==> src/rtl/uart_program_loader.sv <==
// Boot loader: receives a program over 8N1 UART, assembles little-endian words,
// writes them into instruction memory and holds the core in reset until done.
module uart_program_loader #(
    parameter int CLKS_PER_BIT = 434,
    parameter int WORD_COUNT   = 32
) (
    input  logic        clk,
    input  logic        reset,
    input  logic        uart_rx,
    input  logic        load_req,
    output logic        imem_we,
    output logic [4:0]  imem_addr,
    output logic [31:0] imem_wdata,
    output logic        core_reset,
    output logic        load_done,
    output logic        frame_err,
    output logic [5:0]  words_loaded
);
    localparam int CNT_W = $clog2(CLKS_PER_BIT);
    localparam logic [CNT_W-1:0] HALF_CNT = CNT_W'(CLKS_PER_BIT / 2 - 1);
    localparam logic [CNT_W-1:0] FULL_CNT = CNT_W'(CLKS_PER_BIT - 1);

    typedef enum logic [1:0] {RX_IDLE, RX_START, RX_DATA, RX_STOP} rx_state_t;
    typedef enum logic [1:0] {L_COUNT, L_DATA, L_DONE} ld_state_t;

    logic             rx_meta_r, rx_sync_r;
    rx_state_t        rx_state_r, rx_next_s;
    logic [CNT_W-1:0] cnt_r;
    logic [2:0]       bit_idx_r;
    logic [7:0]       shift_r, rx_byte_r;
    logic             byte_valid_r;
    logic             half_hit_s, full_hit_s, stop_sample_s, frame_set_s;

    ld_state_t        ld_state_r, ld_next_s;
    logic [5:0]       n_r, words_loaded_r;
    logic [1:0]       byte_idx_r;
    logic [4:0]       word_idx_r, imem_addr_r;
    logic [31:0]      word_r, imem_wdata_r;
    logic             imem_we_r, core_reset_r, load_done_r, frame_err_r;
    logic             write_s, last_word_s;

    assign imem_we      = imem_we_r;
    assign imem_addr    = imem_addr_r;
    assign imem_wdata   = imem_wdata_r;
    assign core_reset   = core_reset_r;
    assign load_done    = load_done_r;
    assign frame_err    = frame_err_r;
    assign words_loaded = words_loaded_r;

    // Two-flop synchronizer for the asynchronous serial line (idles high)
    always_ff @(posedge clk) begin
        if (reset) begin
            rx_meta_r <= 1'b1;
            rx_sync_r <= 1'b1;
        end else begin
            rx_meta_r <= uart_rx;
            rx_sync_r <= rx_meta_r;
        end
    end

    assign half_hit_s    = (cnt_r == HALF_CNT);
    assign full_hit_s    = (cnt_r == FULL_CNT);
    assign stop_sample_s = (rx_state_r == RX_STOP) && full_hit_s;
    assign frame_set_s   = stop_sample_s && !rx_sync_r;

    // Receiver state register
    always_ff @(posedge clk) begin
        if (reset) begin
            rx_state_r <= RX_IDLE;
        end else begin
            rx_state_r <= rx_next_s;
        end
    end

    // Receiver next-state logic
    always_comb begin
        rx_next_s = rx_state_r;
        case (rx_state_r)
            RX_IDLE: begin
                if (!rx_sync_r) rx_next_s = RX_START;
                else            rx_next_s = RX_IDLE;
            end
            RX_START: begin
                // A high line at mid start bit is a glitch, not a frame
                if (half_hit_s) rx_next_s = rx_sync_r ? RX_IDLE : RX_DATA;
                else            rx_next_s = RX_START;
            end
            RX_DATA: begin
                if (full_hit_s && bit_idx_r == 3'd7) rx_next_s = RX_STOP;
                else                                 rx_next_s = RX_DATA;
            end
            RX_STOP: begin
                if (full_hit_s) rx_next_s = RX_IDLE;
                else            rx_next_s = RX_STOP;
            end
            default: rx_next_s = RX_IDLE;
        endcase
    end

    // Receiver bit timing, shift register and byte hand-off
    always_ff @(posedge clk) begin
        if (reset) begin
            cnt_r        <= '0;
            bit_idx_r    <= 3'd0;
            shift_r      <= 8'd0;
            rx_byte_r    <= 8'd0;
            byte_valid_r <= 1'b0;
        end else begin
            byte_valid_r <= stop_sample_s && rx_sync_r;
            if (stop_sample_s && rx_sync_r) rx_byte_r <= shift_r;
            if (rx_state_r == RX_IDLE || (rx_state_r == RX_START && half_hit_s) || full_hit_s)
                cnt_r <= '0;
            else
                cnt_r <= cnt_r + 1'b1;
            if (rx_state_r == RX_DATA) begin
                if (full_hit_s) begin
                    shift_r   <= {rx_sync_r, shift_r[7:1]};
                    bit_idx_r <= bit_idx_r + 3'd1;
                end
            end else begin
                bit_idx_r <= 3'd0;
            end
        end
    end

    assign last_word_s = (words_loaded_r + 6'd1 == n_r);
    assign write_s     = (ld_state_r == L_DATA) && byte_valid_r && (byte_idx_r == 2'd3) && !load_req;

    // Loader state register
    always_ff @(posedge clk) begin
        if (reset) begin
            ld_state_r <= L_COUNT;
        end else begin
            ld_state_r <= ld_next_s;
        end
    end

    // Loader next-state logic; load_req overrides everything, including a coincident byte
    always_comb begin
        ld_next_s = ld_state_r;
        if (load_req) begin
            ld_next_s = L_COUNT;
        end else begin
            case (ld_state_r)
                L_COUNT: begin
                    if (byte_valid_r) ld_next_s = L_DATA;
                    else              ld_next_s = L_COUNT;
                end
                L_DATA: begin
                    if (write_s && last_word_s) ld_next_s = L_DONE;
                    else                        ld_next_s = L_DATA;
                end
                L_DONE:  ld_next_s = L_DONE;
                default: ld_next_s = L_COUNT;
            endcase
        end
    end

    // Loader datapath and registered outputs
    always_ff @(posedge clk) begin
        if (reset) begin
            n_r            <= 6'd0;
            byte_idx_r     <= 2'd0;
            word_idx_r     <= 5'd0;
            word_r         <= 32'd0;
            words_loaded_r <= 6'd0;
            imem_we_r      <= 1'b0;
            imem_addr_r    <= 5'd0;
            imem_wdata_r   <= 32'd0;
            core_reset_r   <= 1'b1;
            load_done_r    <= 1'b0;
        end else if (load_req) begin
            byte_idx_r     <= 2'd0;
            word_idx_r     <= 5'd0;
            word_r         <= 32'd0;
            words_loaded_r <= 6'd0;
            imem_we_r      <= 1'b0;
            core_reset_r   <= 1'b1;
            load_done_r    <= 1'b0;
        end else begin
            imem_we_r <= write_s;
            case (ld_state_r)
                L_COUNT: begin
                    if (byte_valid_r) begin
                        n_r <= (rx_byte_r == 8'd0 || rx_byte_r > 8'(WORD_COUNT)) ?
                               6'(WORD_COUNT) : rx_byte_r[5:0];
                        byte_idx_r <= 2'd0;
                        word_idx_r <= 5'd0;
                    end
                end
                L_DATA: begin
                    if (byte_valid_r) begin
                        word_r[{byte_idx_r, 3'b000} +: 8] <= rx_byte_r;
                        byte_idx_r <= byte_idx_r + 2'd1;
                    end
                    if (write_s) begin
                        imem_addr_r    <= word_idx_r;
                        imem_wdata_r   <= {rx_byte_r, word_r[23:0]};
                        words_loaded_r <= words_loaded_r + 6'd1;
                        if (word_idx_r != 5'(WORD_COUNT - 1)) word_idx_r <= word_idx_r + 5'd1;
                    end
                end
                L_DONE: begin
                    core_reset_r <= 1'b0;
                    load_done_r  <= 1'b1;
                end
                default: begin
                    core_reset_r <= 1'b1;
                    load_done_r  <= 1'b0;
                end
            endcase
        end
    end

    // Sticky framing error, cleared only by reset or a new load
    always_ff @(posedge clk) begin
        if (reset) begin
            frame_err_r <= 1'b0;
        end else if (load_req) begin
            frame_err_r <= 1'b0;
        end else if (frame_set_s) begin
            frame_err_r <= 1'b1;
        end
    end
endmodule

==> config.mk <==
export PLATFORM = sky130hd
export DESIGN_NAME = uart_program_loader
export DESIGN_NICKNAME = d
export VERILOG_FILES = /design/src/rtl/uart_program_loader.sv
export SDC_FILE = /design/constraint.sdc
export NUM_CORES = 1
export LEC_CHECK = 0
export CAP_MARGIN = 20
export CORE_ASPECT_RATIO = 1.2
export CORE_MARGIN = 2
export CORE_UTILIZATION = 45
export CTS_BUF_LIST = sky130_fd_sc_hd__clkbuf_8 sky130_fd_sc_hd__clkbuf_16
export CTS_CLUSTER_DIAMETER = 30
export CTS_CLUSTER_SIZE = 20
export DETAILED_ROUTE_END_ITERATION = 10
export HOLD_SLACK_MARGIN = 0.08
export MAX_ROUTING_LAYER = met4
export PLACE_DENSITY = 0.66
export SLEW_MARGIN = 20
export SYNTH_ARGS = -nofsm -noshare
export SYNTH_HDL_FRONTEND = slang
export SYNTH_SLANG_ARGS = --single-unit
==> constraint.sdc <==
create_clock -name clk -period 2.7 [get_ports clk]
set_input_delay 0.27 -clock clk [delete_from_list [all_inputs] [get_ports clk]]
set_output_delay 0.27 -clock clk [all_outputs]
set_load 0.03 [all_outputs]
Yosys cells after proc, flatten, opt, wreduce, memory -nomap -nowiden

Cells that the tools add are included.

Register bits: 127
Input port bits: 4

$add $sub $neg: 6
Order comparisons: 1
Eq/ne operators: 15
Shift operators: 2
Muxes and demuxes: 20
Bitwise operators: 2
Reductions and logical operators: 29

Operators by type and width:

| operator                                             | count |
|---|---|
| bitwise mux 32 bit                                   | 1 |
| variable shift 8 x 7 -> 32 bit, first input constant | 1 |
| variable part select 8 x 7 -> 32 bit                 | 1 |
| two-way mux 5 bit                                    | 3 |
| two-way mux 2 bit                                    | 6 |
| case mux 5 bit (2 select lines)                      | 1 |
| adder 9 x 1 -> 9 bit, second input constant          | 1 |
| == test 9 x 8 -> 1 bit, second input constant        | 1 |
| == test 9 bit, second input constant                 | 1 |
| logical AND 1 bit                                    | 9 |
| AND reduction 3 bit                                  | 3 |
| == test 2 bit, second input constant                 | 4 |
| > comparator 8 x 6 -> 1 bit, second input constant   | 1 |
| zero test 8 bit                                      | 1 |
| case mux 2 bit (4 select lines)                      | 1 |
| OR reduction 2 bit                                   | 4 |
| negator 5 -> 7 bit                                   | 1 |
| adder 6 x 1 -> 6 bit, second input constant          | 1 |
| == test 6 bit                                        | 1 |
| two-way mux 6 bit                                    | 1 |
| != test 2 bit, second input constant                 | 3 |
| case mux 2 bit (3 select lines)                      | 1 |
| AND reduction 2 bit                                  | 3 |
| adder 5 x 1 -> 5 bit, second input constant          | 1 |
| other kinds (15)                                     | 24 |

Logic depth before layout (Yosys ltp)

Gate-level depths: netlist (run 1).

Depth after elaboration: 7
Gate-level depth with buffers: 7
Gate-level depth less buffers: 7

Worst setup path before layout (run 1)

No wires, ideal clock.

Path type: register -> register
From: register word_idx_r[0]
To: register word_idx_r[3]
Arrival time: 1.775 ns
Slack: 0.804 ns
Cell stages (with the launch flop): 8
Path buffers: 0
Clock period less this slack: 1.896 ns
Cells stage by stage: dfxtp_1 > ha_1 > and3_1 > ha_1 > or3b_2 > a211oi_1 > xnor2_1 > nor2_1

Cells in the longest elaborated chain, start to end: 4

RTL lines:

| item                            | RTL line | text |
|---|---|---|
| from (decl)                     | 37       | `logic [4:0] word_idx_r, imem_addr_r;` |
| from (signal assigned)          | 200      | `if (word_idx_r != 5'(WORD_COUNT - 1)) word_idx_r <= word_idx_r + 5'd1;` |
| adder 5 x 1 -> 5 bit            | 200      |  |
| two-way mux 5 bit               | 200      |  |
| two-way mux 5 bit               | 196      | `if (write_s) begin` |
| case mux 5 bit (2 select lines) | 182      | `case (ld_state_r)` |

Several ways; a longest one is shown, not always the timed one. The select of a mux whose other input is x is not followed.
A chain may end at the register's enable or synchronous reset.

Worst setup path after layout (run 1)

From: register word_idx_r[0]
To: register word_idx_r[4]

Same word-level chain as after synthesis.

==> run metrics, run 1 <==
synth cell count leaders 119 x dfxtp_1, 109 x nand2_1, 72 x a21oi_1, 38 x nand3_1, 38 x nor2_1; Avg Cell Area, Syn between 8 and 9 sq um; Die Width 98.3 microns; Pwr per Cell Area between 700 and 800 nW/um^2; GPL Wtd Cong between 0.8 and 0.9; RSZ-0062 raised after global routing false; vias in the first global route between 3000 and 4000; CORE AREA about 10000 sq um; CP Class reg -> reg; WP data required 2.96 ns; Residual DRC 0; R2R Path End word_idx_r[4]; clock sinks 119; H-Tree Depth 4; largest net degree at the start of global routing 46; Total GRT Usage 19.9%; Synth cell types 53; Vert. Die Dim 117 microns; hold path endpoint imem_wdata[9]; Async S/R FF share, synth 0%; reg2reg path depth 7; DRT Pass-1 Iters 4; f_max roughly 0.49 GHz; diodes inserted 0; Net Sw Frac 19.3%; hold path depth 2; crit path max fanout 4; cell area after layout between 6000 and 7000 sq um; # hold bufs at CTS 0; Top Ports just over 50; Core Util, Final a little under three fifths; final hold vios 0; Slew Viols, Final 0; post-route ant nets 0; area of the multi-input gates 2250 sq um; Iteration-0 DRC Markers 160; first-pass GRT wire length 17500 microns; total grt overflow 0; Setup-failing EPs final 0; postcts setup bufs 0; Inserted Clock Buffers 17; Detailed Place HPWL 7050 microns; Fillers 947; RR Startpoint word_idx_r[0]; largest cells by area after synthesis dfxtp_1 50%, nand2_1 8.5%, a21oi_1 7.5%; DR WL/cell 14.3 microns; via count 3858; Clock Skew around 0.0079 ns; NumNets Final 612; CTS tree done; synthesized flop and latch total 119; Max Root-Sink Buffers 2; Skew-Pair Late Insertion Delay between 0.4 and 0.5 ns; share of cells above drive strength 1 9.85%; hold wc startpoint reset; post-synth net total 565; Resized Gates After CTS 0; Critical Path Start Type register; synthesis warning total 0; Layout area overhead 25.3%; Max rail drop VDD 0.455 mV; Vias per Instance 5.23; CTS clk-pin slew, worst paths roughly 0.050 ns; initial antenna violation count 0; area leader, netlist dfxtp_1; FP Rows between 40 and 50; Clock Root Buffer clkbuf_16; Seq pwr share approximately two fifths; Synth top area share 49.6%; Post-Syn Area 4810 sq um; Switch Pwr about 0.82 mW; status finished, final reports clean; hold crit path type in -> reg; Slew @ Worst Pin 0.775 ns; Seq/Total Area, Yosys between 40% and 50%; R2R Setup Slk between 0.6 and 0.7 ns; part of the power in combinational logic 1.3%; clock power share 56.7%; leakage roughly 2.0 nW; drt total wl roughly 11000 microns; Port Buffers 50; Initial Util 45.9%; ys flop type dfxtp_1; TNS Setup 0 ns; most common cell in the synthesized netlist dfxtp_1; Max Cap Viol 0; Rel. slew slack 48.3%; Seq. cell area 2380 sq um; Post-synth EDFFs 0; internal power between 3 and 4 mW; Die ar. about 12000 sq um; Setup crit end kind register; Gate Count Post-Synth 549; worst path arrival time 2.32 ns; Final period util approximately 76%; Final min period between 2 and 2.5 ns; DP Area 5390 sq um
[area by class of cell]
type	instances	share of cell area [%]
clock buffers	21	7.98
clock inverters	11	2.56
inverters	7	0.436
multi-input cells	392	37.4
flip-flops and latches	119	39.6
well taps	129	2.68
repair buffers	59	9.35
[worst max-delay path, stage by stage, from the launching register on]
cell and delay, ns:
dfxtp_1 0.34, ha_1 0.22, and3_1 0.19, ha_1 0.19, or3b_2 0.46, a21oi_1 0.28
nand2b_1 0.16, a21oi_1 0.06
[per-stage QoR]
stage	std cells	total power, mW	worst slack (ns)	hold WS [ns]
global placement	706	1.86	0.683	0.393
detailed placement	706	1.86	0.665	0.399
floorplan	549	1.85	0.804	0.374
CTS	738	4.25	0.648	0.282
global route	738	4.34	0.476	0.320
finish	738	4.22	0.644	0.291
[per-layer routing]
layer	vias up	global-route usage, %	part of all wire, %	wire length [microns]
li1	1963	-	-	-
met1	1795	22.6	45	4750
met2	77	33.1	49	5150
met3	23	5.88	3.9	410
met4	0	8.13	2.4	256
met5	-	-	0	0
[registers in the layout, summed over array words and instances (netlist names)]
name and flops:
rx_byte_r 8, words_loaded 6, ld_state_r 2, word_r 24, imem_addr 5, rx_sync_r 1, shift_r 8, rx_meta_r 1
load_done 1, word_idx_r 5, n_r 6, frame_err 1, cnt_r 9, bit_idx_r 3, imem_we 1, byte_valid_r 1
imem_wdata 32, rx_state_r 2, byte_idx_r 2, core_reset 1
[cell usage in the layout (no fill, tap or decap), types with 3 or more instances in the layout]
cell type	n
xor2_1	8
nor2_2	9
clkdlybuf4s50_1	49
buf_4	9
and2_1	3
o21ai_0	6
a22o_1	5
nand2b_1	5
nor3_1	10
nand2_1	109
o21a_1	3
xnor2_1	13
dfxtp_1	119
nor3b_1	3
mux2i_1	19
clkbuf_16	17
clkbuf_8	4
nor2_1	38
a21oi_1	72
ha_1	12
nand3_1	38
clkinv_2	3
bufinv_16	4
inv_1	10
or2_2	3
[power groups by stage]
stage	Sequential (mW)	Clock, mW	Combinational, mW
global route	1.77	2.51	0.0624
CTS	1.77	2.42	0.0576
floorplan	1.80	0	0.0447
finish	1.77	2.39	0.0567
global placement	1.80	0	0.0556
detailed placement	1.80	0	0.0572
[cell families (layout without fill, tap and decap cells)]
kind of cell / Yosys count / in the layout / synth area share, %
fa+ha+maj: 12 / 12 / 3.12
mux: 19 / 19 / 3.96
buf+inv: 38 / 98 / 3.64
flops: 119 / 119 / 49.6
xor+xnor: 21 / 21 / 3.83
simple gates: 244 / 244 / 24.7
compound gates: 96 / 96 / 11.1
[worst max-delay path by stage]
stage          slack, ns           from             end
2_1_floorplan       0.80  word_idx_r[0]   word_idx_r[3]
3_3_place_gp        0.68  word_idx_r[0]   word_idx_r[3]
5_1_grt             0.48  ld_state_r[1]  imem_wdata[19]
3_5_place_dp        0.66  word_idx_r[0]   word_idx_r[4]
6_report            0.64  word_idx_r[0]   word_idx_r[4]
4_1_cts             0.65  word_idx_r[0]   word_idx_r[4]
(Power assumes the default switching activity.)
==> inputs of run 2 (changes only) <==
==> constraint.sdc (replaced) <==
create_clock -name clk -period 2 [get_ports clk]
set_input_delay 0.2 -clock clk [delete_from_list [all_inputs] [get_ports clk]]
set_output_delay 0.2 -clock clk [all_outputs]
set_load 0.03 [all_outputs]
==> run 2 against run 1 <==
Sequential cell count unchanged. Final area increased by 1.5%. Setup slack got worse by 0.47 ns. Clock-buffer cell count decreased by 3. First-iteration DRC count decreased by 18%. Critical path depth unchanged. Register-to-register slack got worse by 0.47 ns. Utilization increased by 0.85 points. Total power increased by 34%. Hold slack got worse by 0.049 ns. Sequential share of layout area decreased by 0.58 points. Combinational power increased by 40%. Largest power group unchanged.
==> run metrics, run 2 (same netlist as run 1, synthesis figures left out) <==
NumNets Final 624 (was 612); Setup crit end kind register (unchanged); Min Hold Slack 0.242 ns (was 0.291 ns); met3 global-route usage 5.82% (was 5.88%); clock power share 56.4% (was 56.7%); TNS Setup 0 ns (unchanged); Skew-Pair Late Insertion Delay 0.41 ns (was 0.42 ns); drt total wl 10500 microns (was 10600 microns); GR peak layer met2 (unchanged); Initial Util 45.9% (unchanged); H-Tree Depth 4 (unchanged); CTS clk-pin slew, worst paths 0.06 ns (was 0.05 ns); Slew Viols, Final 0 (unchanged); Fillers 957 (was 947); hold crit path type in -> reg (unchanged); WP data required 2.29 ns (was 2.96 ns); worst path arrival time 2.12 ns (was 2.32 ns); first-pass GRT wire length 17700 microns (was 17500 microns); Top Ports 51 (unchanged); total grt overflow 0 (unchanged); DR WL/cell 14.1 microns (was 14.3 microns); # hold bufs at CTS 0 (unchanged); Rel. slew slack 67.9% (was 48.3%); Die ar. 11500 sq um (unchanged); commonest non-fill, non-tap cell in the layout dfxtp_1 (unchanged); Max Cap Viol 0 (unchanged); Net Sw Frac 20.3% (was 19.3%); GPL Wtd Cong 0.803 (was 0.801); DRT Pass-1 Iters 4 (unchanged); Switch Pwr 1.15 mW (was 0.815 mW); status finished, final reports clean (unchanged); Iteration-0 DRC Markers 132 (was 160); Final period util 91.3% (was 76.1%); Seq pwr share 42.2% (was 41.9%); Slew @ Worst Pin 0.479 ns (was 0.775 ns); final worst slack 0.175 ns (was 0.644 ns); FP Rows 41 (unchanged); Vias per Instance 5.21 (was 5.23); vias in the first global route 3749 (was 3662); met1 usage 22.6% (about the same); post-route insts no fill 750 (was 738); largest net degree at the start of global routing 30 (was 46); max FFs per register 32 (unchanged); part of the power in combinational logic 1.4% (was 1.3%); Resized Gates After CTS 0 (unchanged); CORE AREA 10500 sq um (unchanged); f_max 0.548 GHz (was 0.486 GHz); CTS tree done (unchanged); Clock Skew 0.00868 ns (was 0.00789 ns); Pwr per Cell Area 924 nW/um^2 (was 700 nW/um^2); Port Buffers 50 (unchanged); final hold vios 0 (unchanged); initial antenna violation count 1 (was 0); Final min period 1.83 ns (was 2.06 ns); RSZ-0062 raised after global routing false (unchanged); routing usage on met2 32.9% (was 33.1%); clock sinks 119 (unchanged); Inserted Clock Buffers 17 (unchanged); Critical Path Start Type register (unchanged); area of the multi-input gates 2270 sq um (was 2250 sq um); Layout area overhead 27.2% (was 25.3%); Residual DRC 0 (unchanged); crit path max fanout 4 (unchanged); final total power 5.65 mW (was 4.22 mW); Post-Place Setup Slack 0.0261 ns (was 0.665 ns); Max Root-Sink Buffers 2 (unchanged); share of cells above drive strength 1 12.3% (was 9.85%); Max rail drop VDD 0.508 mV (was 0.455 mV); Detailed Place HPWL 7260 microns (was 7050 microns); internal power 4.50 mW (was 3.40 mW); Die Width 98.3 microns (unchanged); Seq. cell area 2380 sq um (unchanged); Setup-failing EPs final 0 (unchanged); Total GRT Usage 19.9% (about the same); leakage 2.08 nW (was 2.04 nW); postcts setup bufs 0 (unchanged); Placed Instances 718 (was 706); post-route ant nets 0 (unchanged); CP Class reg -> reg (unchanged); via count 3910 (was 3858); Clock Root Buffer clkbuf_16 (unchanged); commonest cells after routing, fill and taps aside 119 x dfxtp_1, 109 x nand2_1, 71 x a21oi_1, 49 x clkdlybuf4s50_1 (was 119 x dfxtp_1, 109 x nand2_1, 72 x a21oi_1, 49 x clkdlybuf4s50_1); Vert. Die Dim 117 microns (unchanged)
-- run 2: power by group through the flow --
stage | logic, mW | registers [mW] | clock network (mW)
floorplan | 0.0604 | 2.43 | 0
global placement | 0.0780 | 2.44 | 0
detailed placement | 0.0799 | 2.44 | 0
CTS | 0.0804 | 2.38 | 3.23
global route | 0.0874 | 2.38 | 3.35
finish | 0.0795 | 2.39 | 3.18
-- run 2: per-layer routing --
metal	up-vias	wire length [microns]
met3	12	366
met5	-	0
met1	1856	4820
met4	0	161
met2	59	5200
li1	1983	-
-- run 2: path summary, 6_finish.rpt --
check	startpoint	end	slack, ns	depth (start not counted)
max reg2reg	word_idx_r[1]	word_idx_r[3]	0.17	7
min	reset	imem_wdata[4]	0.24	2
max	word_idx_r[1]	word_idx_r[3]	0.17	7
min reg2reg	rx_meta_r	rx_sync_r	0.41	1
-- run 2: cell type report --
| type | instances | share of cell area, % |
|---|---|---|
| antenna | 1 | 0.0410 |
| sequential | 119 | 39.0 |
| inverter | 7 | 0.430 |
| multi-input combinational | 392 | 37.1 |
| tap | 129 | 2.64 |
| clock inverter | 13 | 2.95 |
| clock buffer | 18 | 7.19 |
| timing repair buffer | 71 | 10.7 |
-- run 2: worst max-delay path: stages (launching register included) --
cell and delay (ns):
dfxtp_1 0.33, ha_1 0.20, and3_1 0.18, ha_1 0.19
or3b_4 0.39, a211oi_2 0.21, xnor2_1 0.14, nor2_1 0.05
-- run 2: stage by stage --
step / instance area [sq um] / utilization, %
after floorplan: 4810 / -
after global placement: 5480 / 52.3
after detailed placement: 5480 / 52.3
after CTS: 6100 / 58.3
after global routing: 6110 / 58.4
final: 6110 / 58.4
